[src/rtl/spi_rb_pkg.sv]
// Shared types and defaults for the SPI_2909 readback receiver.
package spi_rb_pkg;

  typedef enum logic [2:0] {
    IDLE,
    SETUP,
    LOW,
    HIGH,
    DONE
  } rb_state_t;

  localparam int WORD_W_DEF  = 32;
  localparam int CLK_DIV_DEF = 2;

  // Smallest bit-counter width that can hold the value WORD_W itself.
  function automatic int cnt_width(input int word_w);
    return $clog2(word_w + 1);
  endfunction

endpackage

[src/rtl/spi_readback_rx_if.sv]
// Chip-facing and consumer-facing signals of the readback receiver.
interface spi_readback_rx_if #(
  parameter int WORD_W = 32
);

  logic              start;
  logic              regsel_in;
  logic              abort;
  logic              SOUT;
  logic              rx_ready;
  logic              clk;
  logic              REGSEL;
  logic              busy;
  logic [WORD_W-1:0] rx_data;
  logic              rx_valid;
  logic              start_err;

  modport master (
    output start, regsel_in, abort, SOUT, rx_ready,
    input  clk, REGSEL, busy, rx_data, rx_valid, start_err
  );

  modport slave (
    input  start, regsel_in, abort, SOUT, rx_ready,
    output clk, REGSEL, busy, rx_data, rx_valid, start_err
  );

endinterface

[src/rtl/spi_clk_phase.sv]
// Half-period timer for the generated shift clock; phase_last marks the
// final SCLK cycle of each CLK_DIV-long phase.
module spi_clk_phase
  import spi_rb_pkg::*;
#(
  parameter int CLK_DIV = CLK_DIV_DEF
) (
  input  logic SCLK,
  input  logic RST,
  input  logic restart,
  input  logic enable,
  output logic phase_last
);

  localparam int PW = (CLK_DIV > 1) ? $clog2(CLK_DIV) : 1;
  localparam logic [PW-1:0] LAST = PW'(CLK_DIV - 1);

  logic [PW-1:0] phase_cnt;

  always_ff @(posedge SCLK or posedge RST) begin
    if (RST) begin
      phase_cnt <= '0;
    end else if (restart) begin
      phase_cnt <= '0;
    end else if (enable) begin
      phase_cnt <= (phase_cnt == LAST) ? '0 : phase_cnt + PW'(1);
    end
  end

  assign phase_last = enable && (phase_cnt == LAST);

endmodule

[src/rtl/spi_readback_rx.sv]
// Readback receiver for the SPI_2909 chain: drives clk/REGSEL, samples SOUT
// MSB-first and presents the assembled word on a valid/ready handshake.
module spi_readback_rx
  import spi_rb_pkg::*;
#(
  parameter int WORD_W  = WORD_W_DEF,
  parameter int CLK_DIV = CLK_DIV_DEF,
  parameter int CNT_W   = cnt_width(WORD_W)
) (
  input logic              SCLK,
  input logic              RST,
  spi_readback_rx_if.slave bus
);

  localparam logic [CNT_W-1:0] LAST_BIT = CNT_W'(WORD_W - 1);

  rb_state_t         state, state_nxt;
  logic [WORD_W-1:0] shift_reg, shift_nxt;
  logic [WORD_W-1:0] data_q, data_nxt;
  logic [CNT_W-1:0]  bit_cnt, bit_cnt_nxt;
  logic              regsel_q, regsel_nxt;
  logic              err_q, err_nxt;
  logic              clk_q, busy_q, valid_q;
  logic              phase_last, phase_en, phase_restart;

  assign phase_en      = state inside {SETUP, LOW, HIGH};
  assign phase_restart = (state == IDLE);

  spi_clk_phase #(
    .CLK_DIV (CLK_DIV)
  ) u_phase (
    .SCLK       (SCLK),
    .RST        (RST),
    .restart    (phase_restart),
    .enable     (phase_en),
    .phase_last (phase_last)
  );

  always_comb begin
    state_nxt   = state;
    shift_nxt   = shift_reg;
    data_nxt    = data_q;
    bit_cnt_nxt = bit_cnt;
    regsel_nxt  = regsel_q;
    err_nxt     = err_q | (bus.start && (state != IDLE));

    case (state)
      IDLE: begin
        if (bus.start) begin
          state_nxt   = SETUP;
          regsel_nxt  = bus.regsel_in;
          shift_nxt   = '0;
          bit_cnt_nxt = '0;
        end
      end
      SETUP: begin
        if (bus.abort) begin
          state_nxt  = IDLE;
          regsel_nxt = 1'b0;
        end else if (phase_last) begin
          state_nxt = LOW;
        end
      end
      LOW: begin
        if (bus.abort) begin
          state_nxt  = IDLE;
          regsel_nxt = 1'b0;
        end else if (phase_last) begin
          // Sample on the same edge that raises clk, so the chip has not yet
          // shifted out its next bit.
          shift_nxt = (shift_reg << 1) | WORD_W'(bus.SOUT);
          state_nxt = HIGH;
        end
      end
      HIGH: begin
        if (bus.abort) begin
          state_nxt  = IDLE;
          regsel_nxt = 1'b0;
        end else if (phase_last) begin
          bit_cnt_nxt = bit_cnt + CNT_W'(1);
          if (bit_cnt == LAST_BIT) begin
            state_nxt = DONE;
            data_nxt  = shift_reg;
          end else begin
            state_nxt = LOW;
          end
        end
      end
      DONE: begin
        if (bus.rx_ready) begin
          state_nxt  = IDLE;
          regsel_nxt = 1'b0;
        end
      end
      default: begin
        state_nxt  = IDLE;
        regsel_nxt = 1'b0;
      end
    endcase
  end

  // Every output is registered from the next state, keeping inputs off any
  // combinational path to the pins.
  always_ff @(posedge SCLK or posedge RST) begin
    if (RST) begin
      state     <= IDLE;
      shift_reg <= '0;
      data_q    <= '0;
      bit_cnt   <= '0;
      regsel_q  <= 1'b0;
      err_q     <= 1'b0;
      clk_q     <= 1'b0;
      busy_q    <= 1'b0;
      valid_q   <= 1'b0;
    end else begin
      state     <= state_nxt;
      shift_reg <= shift_nxt;
      data_q    <= data_nxt;
      bit_cnt   <= bit_cnt_nxt;
      regsel_q  <= regsel_nxt;
      err_q     <= err_nxt;
      clk_q     <= (state_nxt == HIGH);
      busy_q    <= (state_nxt != IDLE);
      valid_q   <= (state_nxt == DONE);
    end
  end

  assign bus.clk       = clk_q;
  assign bus.REGSEL    = regsel_q;
  assign bus.busy      = busy_q;
  assign bus.rx_data   = data_q;
  assign bus.rx_valid  = valid_q;
  assign bus.start_err = err_q;

endmodule

[src/flat_wrapper.sv]
// flat-port wrapper written by rule: the top's interface ports become plain ports
module spi_readback_rx_flat import spi_rb_pkg::*;
#(
  parameter int WORD_W  = WORD_W_DEF,
  parameter int CLK_DIV = CLK_DIV_DEF,
  parameter int CNT_W   = cnt_width(WORD_W)
)
  (SCLK, RST, bus_start, bus_regsel_in, bus_abort, bus_SOUT, bus_rx_ready, bus_clk, bus_REGSEL, bus_busy, bus_rx_data, bus_rx_valid, bus_start_err);
  spi_readback_rx_if #(.WORD_W(WORD_W)) bus_i ();
  input logic SCLK;
  input logic RST;
  input wire logic [$bits(bus_i.start)-1:0] bus_start;
  input wire logic [$bits(bus_i.regsel_in)-1:0] bus_regsel_in;
  input wire logic [$bits(bus_i.abort)-1:0] bus_abort;
  input wire logic [$bits(bus_i.SOUT)-1:0] bus_SOUT;
  input wire logic [$bits(bus_i.rx_ready)-1:0] bus_rx_ready;
  output wire logic [$bits(bus_i.clk)-1:0] bus_clk;
  output wire logic [$bits(bus_i.REGSEL)-1:0] bus_REGSEL;
  output wire logic [$bits(bus_i.busy)-1:0] bus_busy;
  output wire logic [$bits(bus_i.rx_data)-1:0] bus_rx_data;
  output wire logic [$bits(bus_i.rx_valid)-1:0] bus_rx_valid;
  output wire logic [$bits(bus_i.start_err)-1:0] bus_start_err;
  assign bus_i.start = bus_start;
  assign bus_i.regsel_in = bus_regsel_in;
  assign bus_i.abort = bus_abort;
  assign bus_i.SOUT = bus_SOUT;
  assign bus_i.rx_ready = bus_rx_ready;
  assign bus_clk = bus_i.clk;
  assign bus_REGSEL = bus_i.REGSEL;
  assign bus_busy = bus_i.busy;
  assign bus_rx_data = bus_i.rx_data;
  assign bus_rx_valid = bus_i.rx_valid;
  assign bus_start_err = bus_i.start_err;
  spi_readback_rx #(.WORD_W(WORD_W), .CLK_DIV(CLK_DIV), .CNT_W(CNT_W)) u_core (.SCLK(SCLK), .RST(RST), .bus(bus_i));
endmodule
[config.mk]
export PLATFORM = sky130hd
export DESIGN_NAME = spi_readback_rx_flat
export DESIGN_NICKNAME = d
export VERILOG_FILES = /design/src/rtl/spi_rb_pkg.sv /design/src/rtl/spi_readback_rx_if.sv /design/src/rtl/spi_clk_phase.sv /design/src/rtl/spi_readback_rx.sv /design/src/flat_wrapper.sv
export SDC_FILE = /design/constraint.sdc
export NUM_CORES = 1
export LEC_CHECK = 0
export BUFFER_PORTS_ARGS = -buffer_cell sky130_fd_sc_hd__buf_4
export CAP_MARGIN = 20
export CORE_MARGIN = 5
export CORE_UTILIZATION = 56
export CTS_CLUSTER_SIZE = 30
export DETAILED_ROUTE_END_ITERATION = 10
export GPL_ROUTABILITY_DRIVEN = 0
export PLACE_DENSITY = 0.77
export SLEW_MARGIN = 5
export SYNTH_ARGS = -nofsm -noshare
export SYNTH_HDL_FRONTEND = slang
export SYNTH_SLANG_ARGS = --single-unit
[constraint.sdc]
create_clock -name SCLK -period 2.9 [get_ports SCLK]
set_clock_uncertainty 0.1 [all_clocks]
set_input_delay 0.435 -clock SCLK [delete_from_list [all_inputs] [get_ports SCLK]]
set_output_delay 0.435 -clock SCLK [all_outputs]
set_load 0.05 [all_outputs]
-- Word-level counts from Yosys, hierarchy flattened
Index checks and enable logic that the tools add are counted.
- flip-flop bits (word level): 79
- output and inout bits: 37
- bits of input ports: 7
- logic and storage cells: 68
- reductions and logical operators: 14
- equal/unequal tests: 14
- mux-type cells: 25
- add/subtract/negate cells: 2
- bitwise logic cells: 3
- operators by type and width (cell ; count):
    $mux W32 ; 3
    $pmux W32 S2 ; 1
    $or A32 B1 Y32 ; 1
    $mux W3 ; 9
    $mux W6 ; 3
    $pmux W3 S5 ; 1
    $pmux W6 S2 ; 1
    $reduce_and A4 Y1 ; 3
    $eq A3 B2 Y1 const B ; 3
    $reduce_bool A3 Y1 ; 3
    $ne A2 B2 Y1 const B ; 4
    $add A6 B1 Y6 const B ; 1
    $eq A3 B3 Y1 const B ; 2
    $eq A6 B5 Y1 const B ; 1
    $mux W1 ; 6
    $ne A2 B1 Y1 const B ; 3
    $reduce_bool A2 Y1 ; 3
    $eq A3 B1 Y1 const B ; 1
    $logic_not A3 Y1 ; 1
    $pmux W1 S3 ; 1
    $reduce_and A3 Y1 ; 1
    $reduce_or A3 Y1 ; 1
    $logic_and A1 B1 Y1 ; 2
    $add A1 B1 Y1 const B ; 1
    2 further kinds ; 2

-- Longest topological paths before layout
Gate-level depths: netlist of run 1.
- depth after elaboration: 7
- gate-level depth with buffers: 6
- mapped depth without buffers: 5

-- By module
Synthesis of run 1 repeated with hierarchy kept, for this count alone.
- cell total of the unflattened synthesis: 286
- area, all modules: 3248.1 µm²
- by module, submodules not included (module ; cells an instance ; area an instance (µm²) ; instances ; sequential area each (µm²)):
    spi_readback_rx ; 281 ; 3199.3 ; 1 ; 1951.9
    spi_clk_phase ; 5 ; 48.8 ; 1 ; 25.0

-- Worst setup path after synthesis of run 1
No wires, ideal clock.
- kind: register to register
- start point: register u_core.bit_cnt[0]
- end point: register u_core.data_q[11] (netlist: u_core.bus.rx_data[11])
- setup time: 0.125 ns
- data required time: 2.675 ns
- cell stages (with the launch flop): 6
- data arrival time: 1.651 ns
- slack: 1.024 ns
- path buffers: 1
- period minus slack after synthesis: 1.876 ns
- path through: dfrtp_1 ha_1 nand3_1 nor4_4 buf_6 mux2_2
- longest elaborated chain between the ends: 2
- ends and longest elaborated chain (element ; line ; text):
    start: declaration ; spi_readback_rx.sv:20 ; logic [CNT_W-1:0] bit_cnt, bit_cnt_nxt;
    start signal: assignment ; spi_readback_rx.sv:119 ; bit_cnt <= bit_cnt_nxt;
    $eq A6 B5 Y1 ; spi_readback_rx.sv:81 ; if (bit_cnt == LAST_BIT) begin
    $reduce_and A4 Y1 (no line) ; - ;
    end signal: assignment ; spi_readback_rx.sv:118 ; data_q <= data_nxt;
    end: declaration ; spi_readback_rx.sv:19 ; logic [WORD_W-1:0] data_q, data_nxt;
No other way between the ends.
A chain may end at the register's enable or synchronous reset.

-- Worst setup path in the final report of run 1
- start point: register u_core.state[0]
- end point: register u_core.data_q[19] (netlist: u_core.bus.rx_data[19])
- longest elaborated chain between the ends: 4
- elaborated cells on any way between the ends: 6
- classes of those cells: eq/ne (3); reduce/logical (3)
- ends and longest elaborated chain (element ; line ; text):
    start: declaration ; spi_readback_rx.sv:17 ; rb_state_t state, state_nxt;
    start signal: assignment ; spi_readback_rx.sv:116 ; state <= state_nxt;
    $eq A3 B1 Y1, or another cell as far along ; spi_readback_rx.sv:26 ; assign phase_en = state inside {SETUP, LOW, HIGH};
    $reduce_bool A3 Y1 ; spi_readback_rx.sv:26 ;
    $logic_and A1 B1 Y1 ; spi_clk_phase.sv:30 ; assign phase_last = enable && (phase_cnt == LAST);
    $reduce_and A4 Y1 (no line) (*) ; - ;
Mark *: on every way between the ends. The rest lies on a longest branch, timed or not.

==> results of run 1 <==
-- cell type report --
type | count | share of cell area
flip-flops and latches | 79 | 0.525
repair buffers | 49 | 0.0977
multi-input cells | 182 | 0.304
well taps | 72 | 0.0239
inverters | 4 | 0.00432
clock buffers | 14 | 0.0406
clock inverters | 2 | 0.00432
-- routing by layer --
metal / vias to the layer above / GRT usage / part of all wire
li1: 1044 / - / -
met1: 1007 / 0.218 / 0.46
met2: 38 / 0.261 / 0.47
met3: 14 / 0.0413 / 0.042
met4: 0 / 0.108 / 0.028
met5: - / 0 / 0
-- metrics by stage --
step           hold slack, ns  worst slack [ns]  utilization
2_1_floorplan           0.344             0.342            -
3_3_place_gp            0.350             0.909        0.649
3_5_place_dp            0.370             0.897        0.649
4_1_cts                0.0803             0.868        0.679
5_1_grt                 0.114             0.698        0.679
6_report               0.0661             0.861        0.679
-- worst max-delay path, stage by stage, from the launching register on --
cell and delay (ns):
dfrtp_1 0.63, nand4b_4 0.19, nor4_4 0.33, buf_4 0.31
mux2_2 0.37
-- final timing paths --
| kind | start | end | slack [ns] | cells past startpoint |
|---|---|---|---|---|
| setup reg to reg | u_core.state[0] | u_core.bus.rx_data[19] | 0.86 | 4 |
| max in group asynchronous | RST | u_core.shift_reg[28] | 1.90 | 3 |
| hold reg to reg | u_core.bus.start_err | u_core.bus.start_err | 0.38 | 1 |
| min in group SCLK | bus_SOUT | u_core.shift_reg[0] | 0.24 | 3 |
| hold / removal | RST | u_core.shift_reg[22] | 0.07 | 2 |
| setup / recovery | u_core.state[0] | u_core.bus.rx_data[19] | 0.86 | 4 |
-- cell families after synthesis --
| logic type | after synthesis | synth area share |
|---|---|---|
| buffers and inverters | 20 | 0.0330 |
| muxes | 33 | 0.115 |
| xor gates and xnor gates | 1 | 0.00272 |
| adders and majority gates | 1 | 0.00388 |
| DFF | 79 | 0.614 |
| and+or+nand+nor | 96 | 0.143 |
| AOI/OAI and AO/OA | 51 | 0.0878 |
-- power breakdown --
group,leakage [nW],switching (W),internal [W]
logic,0.658,0.000245,0.0000933
registers,1.09,0.0000700,0.00114
clock network,0.0809,0.000376,0.000338
total,1.83,0.000691,0.00157
-- placed cells by master (no fill, tap or decap), types with 2 or more instances in the layout --
cell and instances:
a21o_1 2, a21oi_1 3, buf_4 49, clkbuf_1 4, clkbuf_8 10, dfrtp_1 79
inv_1 3, mux2_2 32, nand2_1 68, nand2b_1 3, nand3_1 4, nand3b_1 3
nor2_1 3, nor2b_1 2, nor3_1 2, nor3b_1 2, o21ai_0 38, o31ai_1 4
or2_2 3
==> impl_metrics.tcl, run 1 <==
set metrics [dict create \
    num_vias 2103 \
    grt_pass1_wl_um 9820 \
    path_class_of_the_lowest_slack_min_delay_path "input port to asynchronous set/reset pin" \
    avgViaCountPerCell 5.23 \
    synth_top_cells_by_count "79 x dfrtp_1, 68 x nand2_1, 38 x o21ai_0" \
    post_cts_resize_count 0 \
    rsz0062_at_grt "no" \
    dpl.cell_count 386 \
    place.detailed.hpwl_um 3750 \
    ys_warn_count 0 \
    totalPowerFinal_w 0.00226 \
    timing_hold_violations_final 0 \
    antennaDiodeCount 0 \
    slew_of_the_pin_with_the_lowest_slew_margin_ns 0.844 \
    die-area_um2 7370 \
    grt_pass1_vias 2144 \
    initial_core_util 0.581 \
    routed_wl_um 5610 \
    stdcell_count 402 \
    synth-edff-count 0 \
    ys_seq_area_frac 0.614 \
    setup_violations 0 \
    cts_made_buffers 9 \
    track_usage 0.171 \
    critPathCaptureType "flip-flop" \
    dieHeight_um 85.8 \
    rows 27 \
    crit_path_max_fanout 17 \
    boundaryPins 44 \
    fraction_of_layout_cells_with_a_size_suffix_above_1 0.309 \
    antenna_violating_nets_post_route 0 \
    yosys_register_bits 79 \
    netlist-cell-type-count 31 \
    design.core.area_um2 5540 \
    h-tree-depth 3 \
    synth.most_common_cell "dfrtp_1" \
    drc 0 \
    power.leakage_nw 1.83 \
    globalRouteOverflowTotal 0 \
    dominantRegCellSynth "dfrtp_1" \
    area_delta_synth_final_pct 16.9 \
    net_count_after_synthesis 289 \
    multiInputGateArea_um2 1140 \
    worst-endpoint-arrival_ns 2.17 \
    cts_root_buf "clkbuf_8" \
    syn-cell-area_um2 3220 \
    ratio_of_final_minimum_period_to_clock_period 0.703 \
    maxCapViolCount 0 \
    worst_skew_pair.late_latency_ns 0.34 \
    die_x_um 85.8 \
    asyncSetResetFlopFracSynth 1.00 \
    setup_total_neg_slack_ns 0 \
    cts.reportedPaths.clkPinSlew_ns 0.08 \
    synth_top_cells_by_area "dfrtp_1 61%, mux2_2 11%, nand2_1 7.9%, o21ai_0 5.9%, buf_6 1.4%" \
    synthesis.instances 281 \
    cts_tree "built" \
    antenna_found_initial 0 \
    final_net_count 333 \
    post_layout_min_period_ns 2.04 \
    pwr_density_cell_nw_per_um2 600 \
    buffer_ports.inserted 43 \
    finalMaxSlewViolations 0 \
    cts_setup_buffers 0 \
    timing.critical_path.from_type "flip-flop" \
    worstSetupPathType "flip-flop to flip-flop" \
    worst-endpoint-required_ns 3.03 \
    first_iter_violations 74 \
    run_status "finished clean" \
    synth.avg_cell_area_um2 11.5 \
    drtPass1Iterations 4 \
    max-vdd-ir-drop_uv 306 \
    clock_tree.buffer_depth 2 \
    synth_top_cell_by_area "dfrtp_1" \
    cts_num_sinks 79 \
    grt_start_max_net_pins 65 \
    holdBufCountCts 0 \
    routedWlPerCell_um 14.0 \
    layout.cell_area.non_filler_um2 3760 \
    footprint_of_the_flip_flops_and_latches_um2 1980 \
    timing.max_slew.rel_slack 0.437 \
    nFillCells 441 \
    netlist.area_leader.share 0.614 \
    maxClockFrequency_ghz 0.490 \
    place_area_um2 3590 \
]
Note: power is estimated with default switching activity, not from simulation.
==> run 2: changes to the inputs <==
clock period = 2 ns   (was 2.9 ns; I/O delays follow)
==> run 2 against run 1 <==
  * Clock power increased by 99%
  * Utilization rose by 3.3 points
  * Critical path depth grew 3
  * Worst setup slack worse by 0.76 ns
  * Sequential cell count did not move
  * Largest power group unchanged
  * Wire length is 6.8% higher
  * Critical path type unchanged
  * Final cell count grew 1.5%
  * Combinational power rose by 77%
  * Critical endpoint is now u_core.bus.busy
  * Register-to-register slack got worse by 0.76 ns
  * Power rose by 66%
==> impl_metrics.tcl, run 2 (same netlist as run 1, synthesis figures left out) <==
set metrics [dict create \
    run_status "finished clean" \
    dieHeight_um 85.8 \
    cts_num_sinks 79 \
    drc 0 \
    buffer_ports.inserted 43 \
    num_vias 2153 \
    footprint_of_the_flip_flops_and_latches_um2 1980 \
    comb_power_share 0.159 \
    h-tree-depth 3 \
    post_cts_resize_count 0 \
    min_from "bus_SOUT" \
    die-area_um2 7370 \
    maxClockFrequency_ghz 0.528 \
    routed_wl_um 5990 \
    grt_pass1_wl_um 10100 \
    pwr_density_cell_nw_per_um2 949 \
    timing.max_slew.rel_slack 0.624 \
    r2r_cells 7 \
    hold-path-endpoint "u_core.shift_reg[0]" \
    design.core.area_um2 5540 \
    grt_start_max_net_pins 65 \
    p_sw_w 0.00104 \
    cts_made_buffers 9 \
    area_delta_synth_final_pct 22.6 \
    globalRouteOverflowTotal 0 \
    p_clk_frac 0.379 \
    avgViaCountPerCell 5.28 \
    cts_root_buf "clkbuf_8" \
    cts.reportedPaths.clkPinSlew_ns 0.08 \
    die_x_um 85.8 \
    power.share.sequential 0.462 \
    timing_hold_violations_final 0 \
    holdPathStages 3 \
    finalMaxSlewViolations 0 \
    finalCoreUtilization 0.713 \
    rrSetupSlack_ns 0.10 \
    p_sw_frac 0.277 \
    boundaryPins 44 \
    antenna_violating_nets_post_route 0 \
    antenna_found_initial 0 \
    internal_power_w 0.00271 \
    track_usage 0.174 \
    fraction_of_layout_cells_with_a_size_suffix_above_1 0.330 \
    slew_of_the_pin_with_the_lowest_slew_margin_ns 0.555 \
    top_signal_layer_used "met4" \
    place.detailed.hpwl_um 3790 \
    met1_length_um 2770 \
    most-common-layout-cells "79 x dfrtp_1, 68 x nand2_1, 51 x buf_4" \
    final_net_count 340 \
    critPathCaptureType "flip-flop" \
    initial_core_util 0.581 \
    timing.critical_path.from_type "flip-flop" \
    multiInputGateArea_um2 1140 \
    routedWlPerCell_um 14.7 \
    worstReg2RegStart "u_core.bit_cnt[0]" \
    power.leakage_nw 1.92 \
    crit_path_max_fanout 17 \
    worst-endpoint-required_ns 2.12 \
    rows 27 \
    worstSetupPathType "flip-flop to flip-flop" \
    most_frequent_standard_cell_in_the_layout_excluding_fill_and_tap_cells "dfrtp_1" \
    wl_met2_um 2900 \
    max-vdd-ir-drop_uv 568 \
    drtPass1Iterations 4 \
    antennaDiodeCount 0 \
    first_iter_violations 92 \
    worst-endpoint-arrival_ns 2.02 \
    worst_r2r_endpoint "u_core.bus.busy" \
    cts_tree "built" \
    setup_total_neg_slack_ns 0 \
    post_layout_min_period_ns 1.90 \
    met3_length_um 223 \
    setup_violations 0 \
    worst_skew_pair.late_latency_ns 0.34 \
    nFillCells 402 \
    clock_tree.buffer_depth 2 \
    rsz0062_at_grt "no" \
    grt_pass1_vias 2138 \
    path_class_of_the_lowest_slack_min_delay_path "input port to flip-flop" \
    ratio_of_final_minimum_period_to_clock_period 0.948 \
    maxCapViolCount 0 \
]
run 2: critical path, cell delays in order, from the launching register on:
cell       delay [ns]
dfrtp_1          0.41
ha_1             0.24
nand3_1          0.18
nor4_4           0.05
buf_4            0.16
clkbuf_16        0.19
or2_2            0.31
nand3b_1         0.16
run 2: how the worst max path moves through the flow:
stage                                  from                      to  slack [ns]  cells after the start
after floorplan           u_core.bit_cnt[0]  u_core.bus.rx_data[11]        0.12                      5
after global placement    u_core.bit_cnt[0]  u_core.bus.rx_data[13]        0.16                      5
after detailed placement  u_core.bit_cnt[0]  u_core.bus.rx_data[16]        0.08                      5
after CTS                 u_core.bit_cnt[0]  u_core.bus.rx_data[26]        0.08                      5
after global routing      u_core.bit_cnt[0]         u_core.bus.busy        0.03                      7
final                     u_core.bit_cnt[0]         u_core.bus.busy        0.10                      7
run 2: through the flow:
step                area (um^2)  power [W]  std cells  setup WS, ns  hold slack (ns)
floorplan                  3220    0.00216        281         0.124            0.336
global placement           3660    0.00235        390         0.156            0.259
detailed placement         3660    0.00236        390        0.0819            0.265
CTS                        3920    0.00377        406        0.0797           0.0900
global route               3950    0.00392        408        0.0295           0.0920
finish                     3950    0.00375        408         0.105            0.103
run 2: layer usage:
metal / vias up / global-route usage
met2: 38 / 0.276
met5: - / 0
met4: 0 / 0.0763
li1: 1052 / -
met3: 11 / 0.0384
met1: 1052 / 0.232
run 2: final cells by class:
class | count | share of cell area
multi-input cells | 182 | 0.290
inverters | 4 | 0.00475
repair buffers | 56 | 0.121
clock buffers | 10 | 0.0349
flip-flops and latches | 79 | 0.501
clock inverters | 5 | 0.0263
well taps | 72 | 0.0228
run 2: repair_timing:
item / in CTS / in global routing
endpoints found under the hold margin: 20 / 0
hold buffers: 1 / 0
endpoints found under the setup margin: 0 / 32
buffers inserted: 0 / 1
run 2: power by group through the flow:
stage / clock [W] / combinational, W / sequential [W]
floorplan: 0 / 0.000347 / 0.00182
global placement: 0 / 0.000593 / 0.00175
CTS: 0.00144 / 0.000603 / 0.00173
global route: 0.00152 / 0.000661 / 0.00174
finish: 0.00142 / 0.000597 / 0.00173
detailed placement: 0 / 0.000598 / 0.00176
==> run 3: changes to the inputs <==
ABC_CLOCK_PERIOD_IN_PS = 2200   (was unset)
CORE_UTILIZATION = 60   (was 56)
PLACE_DENSITY = 0.82   (was 0.77)
clock period = 2.2 ns   (was 2 ns; I/O delays follow)
==> run 3 against run 2 <==
  * Critical endpoint is now u_core.bus.rx_data[12]
  * Final cell count decreased by 1.5%
  * Clock-buffer cell count stayed put
  * Wire length fell by 3.8%
  * Largest cell class unchanged
  * Die area fell by 5.9%
  * Sequential share of layout area grew 1.7 points
  * Critical path depth shrank 2
  * Non-clock buffer count shrank 5
==> impl_metrics.tcl, run 3 (same netlist as run 1, synthesis figures left out) <==
set metrics [dict create \
    drc 0 \
    grt_pass1_wl_um 10300 \
    design.core.area_um2 5170 \
    cts_root_buf "clkbuf_8" \
    area_delta_synth_final_pct 18.6 \
    timing_hold_violations_final 0 \
    stdcell_count 402 \
    initial_core_util 0.623 \
    globalRouteOverflowTotal 0 \
    timing.critical_path.from_type "flip-flop" \
    setup_total_neg_slack_ns 0 \
    cts.reportedPaths.clkPinSlew_ns 0.08 \
    critPathCaptureType "flip-flop" \
    path_class_of_the_lowest_slack_min_delay_path "input port to flip-flop" \
    place.detailed.hpwl_um 3950 \
    grt_start_max_net_pins 65 \
    power.leakage_nw 1.85 \
    path_cells "ha_1, nand3_1, nor4_4, buf_4, mux2_2" \
    worst_skew_pair.late_latency_ns 0.34 \
    max-vdd-ir-drop_uv 569 \
    buffer_ports.inserted 43 \
    worst-endpoint-required_ns 2.32 \
    drtPass1Iterations 4 \
    antenna_found_initial 0 \
    rows 26 \
    most-common-layout-cells "79 x dfrtp_1, 68 x nand2_1, 48 x buf_4" \
    num_vias 2123 \
    cts_setup_buffers 0 \
    dieHeight_um 83.3 \
    final_net_count 335 \
    cts_tree "built" \
    critical-path-max-stage-delay_ns 0.39 \
    first_iter_violations 119 \
    boundaryPins 44 \
    timing.max_slew.rel_slack 0.662 \
    run_status "finished clean" \
    slew_of_the_pin_with_the_lowest_slew_margin_ns 0.507 \
    clock_tree.buffer_depth 2 \
    pwr_density_cell_nw_per_um2 786 \
    routedWlPerCell_um 14.3 \
    die-area_um2 6930 \
    finalMaxSlewViolations 0 \
    antennaDiodeCount 0 \
    avgViaCountPerCell 5.28 \
    routed_wl_um 5770 \
    crit_buf_inv 1 \
    maxCapViolCount 0 \
    rsz0062_at_grt "no" \
    ratio_of_final_minimum_period_to_clock_period 0.930 \
    grt_pass1_vias 2171 \
    post_layout_min_period_ns 2.05 \
    cts_made_buffers 9 \
    cts_num_sinks 79 \
    crit_path_max_fanout 15 \
    maxClockFrequency_ghz 0.489 \
    antenna_violating_nets_post_route 0 \
    worst_path_dominant_cell_family "simple AND/OR/NAND/NOR gates" \
    dpl.cell_count 385 \
    setup_violations 0 \
    die_x_um 83.3 \
    fraction_of_layout_cells_with_a_size_suffix_above_1 0.322 \
    track_usage 0.182 \
    worstSetupPathType "flip-flop to flip-flop" \
    most_frequent_standard_cell_in_the_layout_excluding_fill_and_tap_cells "dfrtp_1" \
    critPathSlowestCell "dfrtp_1" \
    h-tree-depth 3 \
    worst-endpoint-arrival_ns 2.17 \
]
==> run 3: path summary, 6_finish.rpt <==
path | start | endpoint | slack, ns | cells after the start
worst max-delay path | u_core.bit_cnt[0] | u_core.bus.rx_data[12] | 0.15 | 5
worst min-delay path | bus_SOUT | u_core.shift_reg[0] | 0.15 | 3
max in group asynchronous | RST | u_core.state[2] | 0.98 | 4
worst min register to register | u_core.bus.start_err | u_core.bus.start_err | 0.39 | 1
worst max register to register | u_core.bit_cnt[0] | u_core.bus.rx_data[12] | 0.15 | 5
min in group asynchronous | RST | u_core.bus.rx_data[22] | 0.43 | 3
==> run 3: what timing repair did <==
item | in CTS | in global routing
hold buffers | 1 | 0
gates resized for setup | 0 | 1
endpoints found under the hold margin | 14 | 0
setup endpoints to repair | 0 | 9
==> run 3: per-stage QoR <==
step	total power [W]	instance area, um^2	setup slack [ns]	utilization	hold WS (ns)
floorplan	0.00197	3220	0.324	-	0.344
global placement	0.00207	3630	0.254	0.701	0.245
detailed placement	0.00209	3630	0.191	0.701	0.248
CTS	0.00302	3810	0.170	0.737	0.131
global route	0.00316	3820	0.0714	0.738	0.147
finish	0.00300	3820	0.154	0.738	0.146
==> run 3: power by group <==
| group | switching, W | internal (W) |
|---|---|---|
| Sequential | 0.0000833 | 0.00150 |
| Clock | 0.000498 | 0.000434 |
| Combinational | 0.000346 | 0.000140 |
==> run 3: area by class of cell <==
class                           count  area [um^2]
Clock buffer                       10          138
Clock inverter                      6         36.3
Fill cell                         349         1350
Inverter                            4         18.8
Multi-Input combinational cell    182         1150
Sequential cell                    79         1980
Tap cell                           70         87.6
Timing Repair Buffer               51          410
==> run 3: worst register-to-register path: cells and delay by family, from the launching register on <==
family	cells	cell delay [ns]
and+or+nand+nor	2	0.56
DFF	1	0.39
muxes	1	0.37
buffers and inverters	1	0.30
adders and majority gates	1	0.21
==> run 3: layer usage <==
metal	wire length (um)	global-route usage	vias up
li1	-	-	1044
met1	2460	0.236	1031
met2	3050	0.298	42
met3	199	0.0376	6
met4	60	0.0758	0
met5	0	0	-
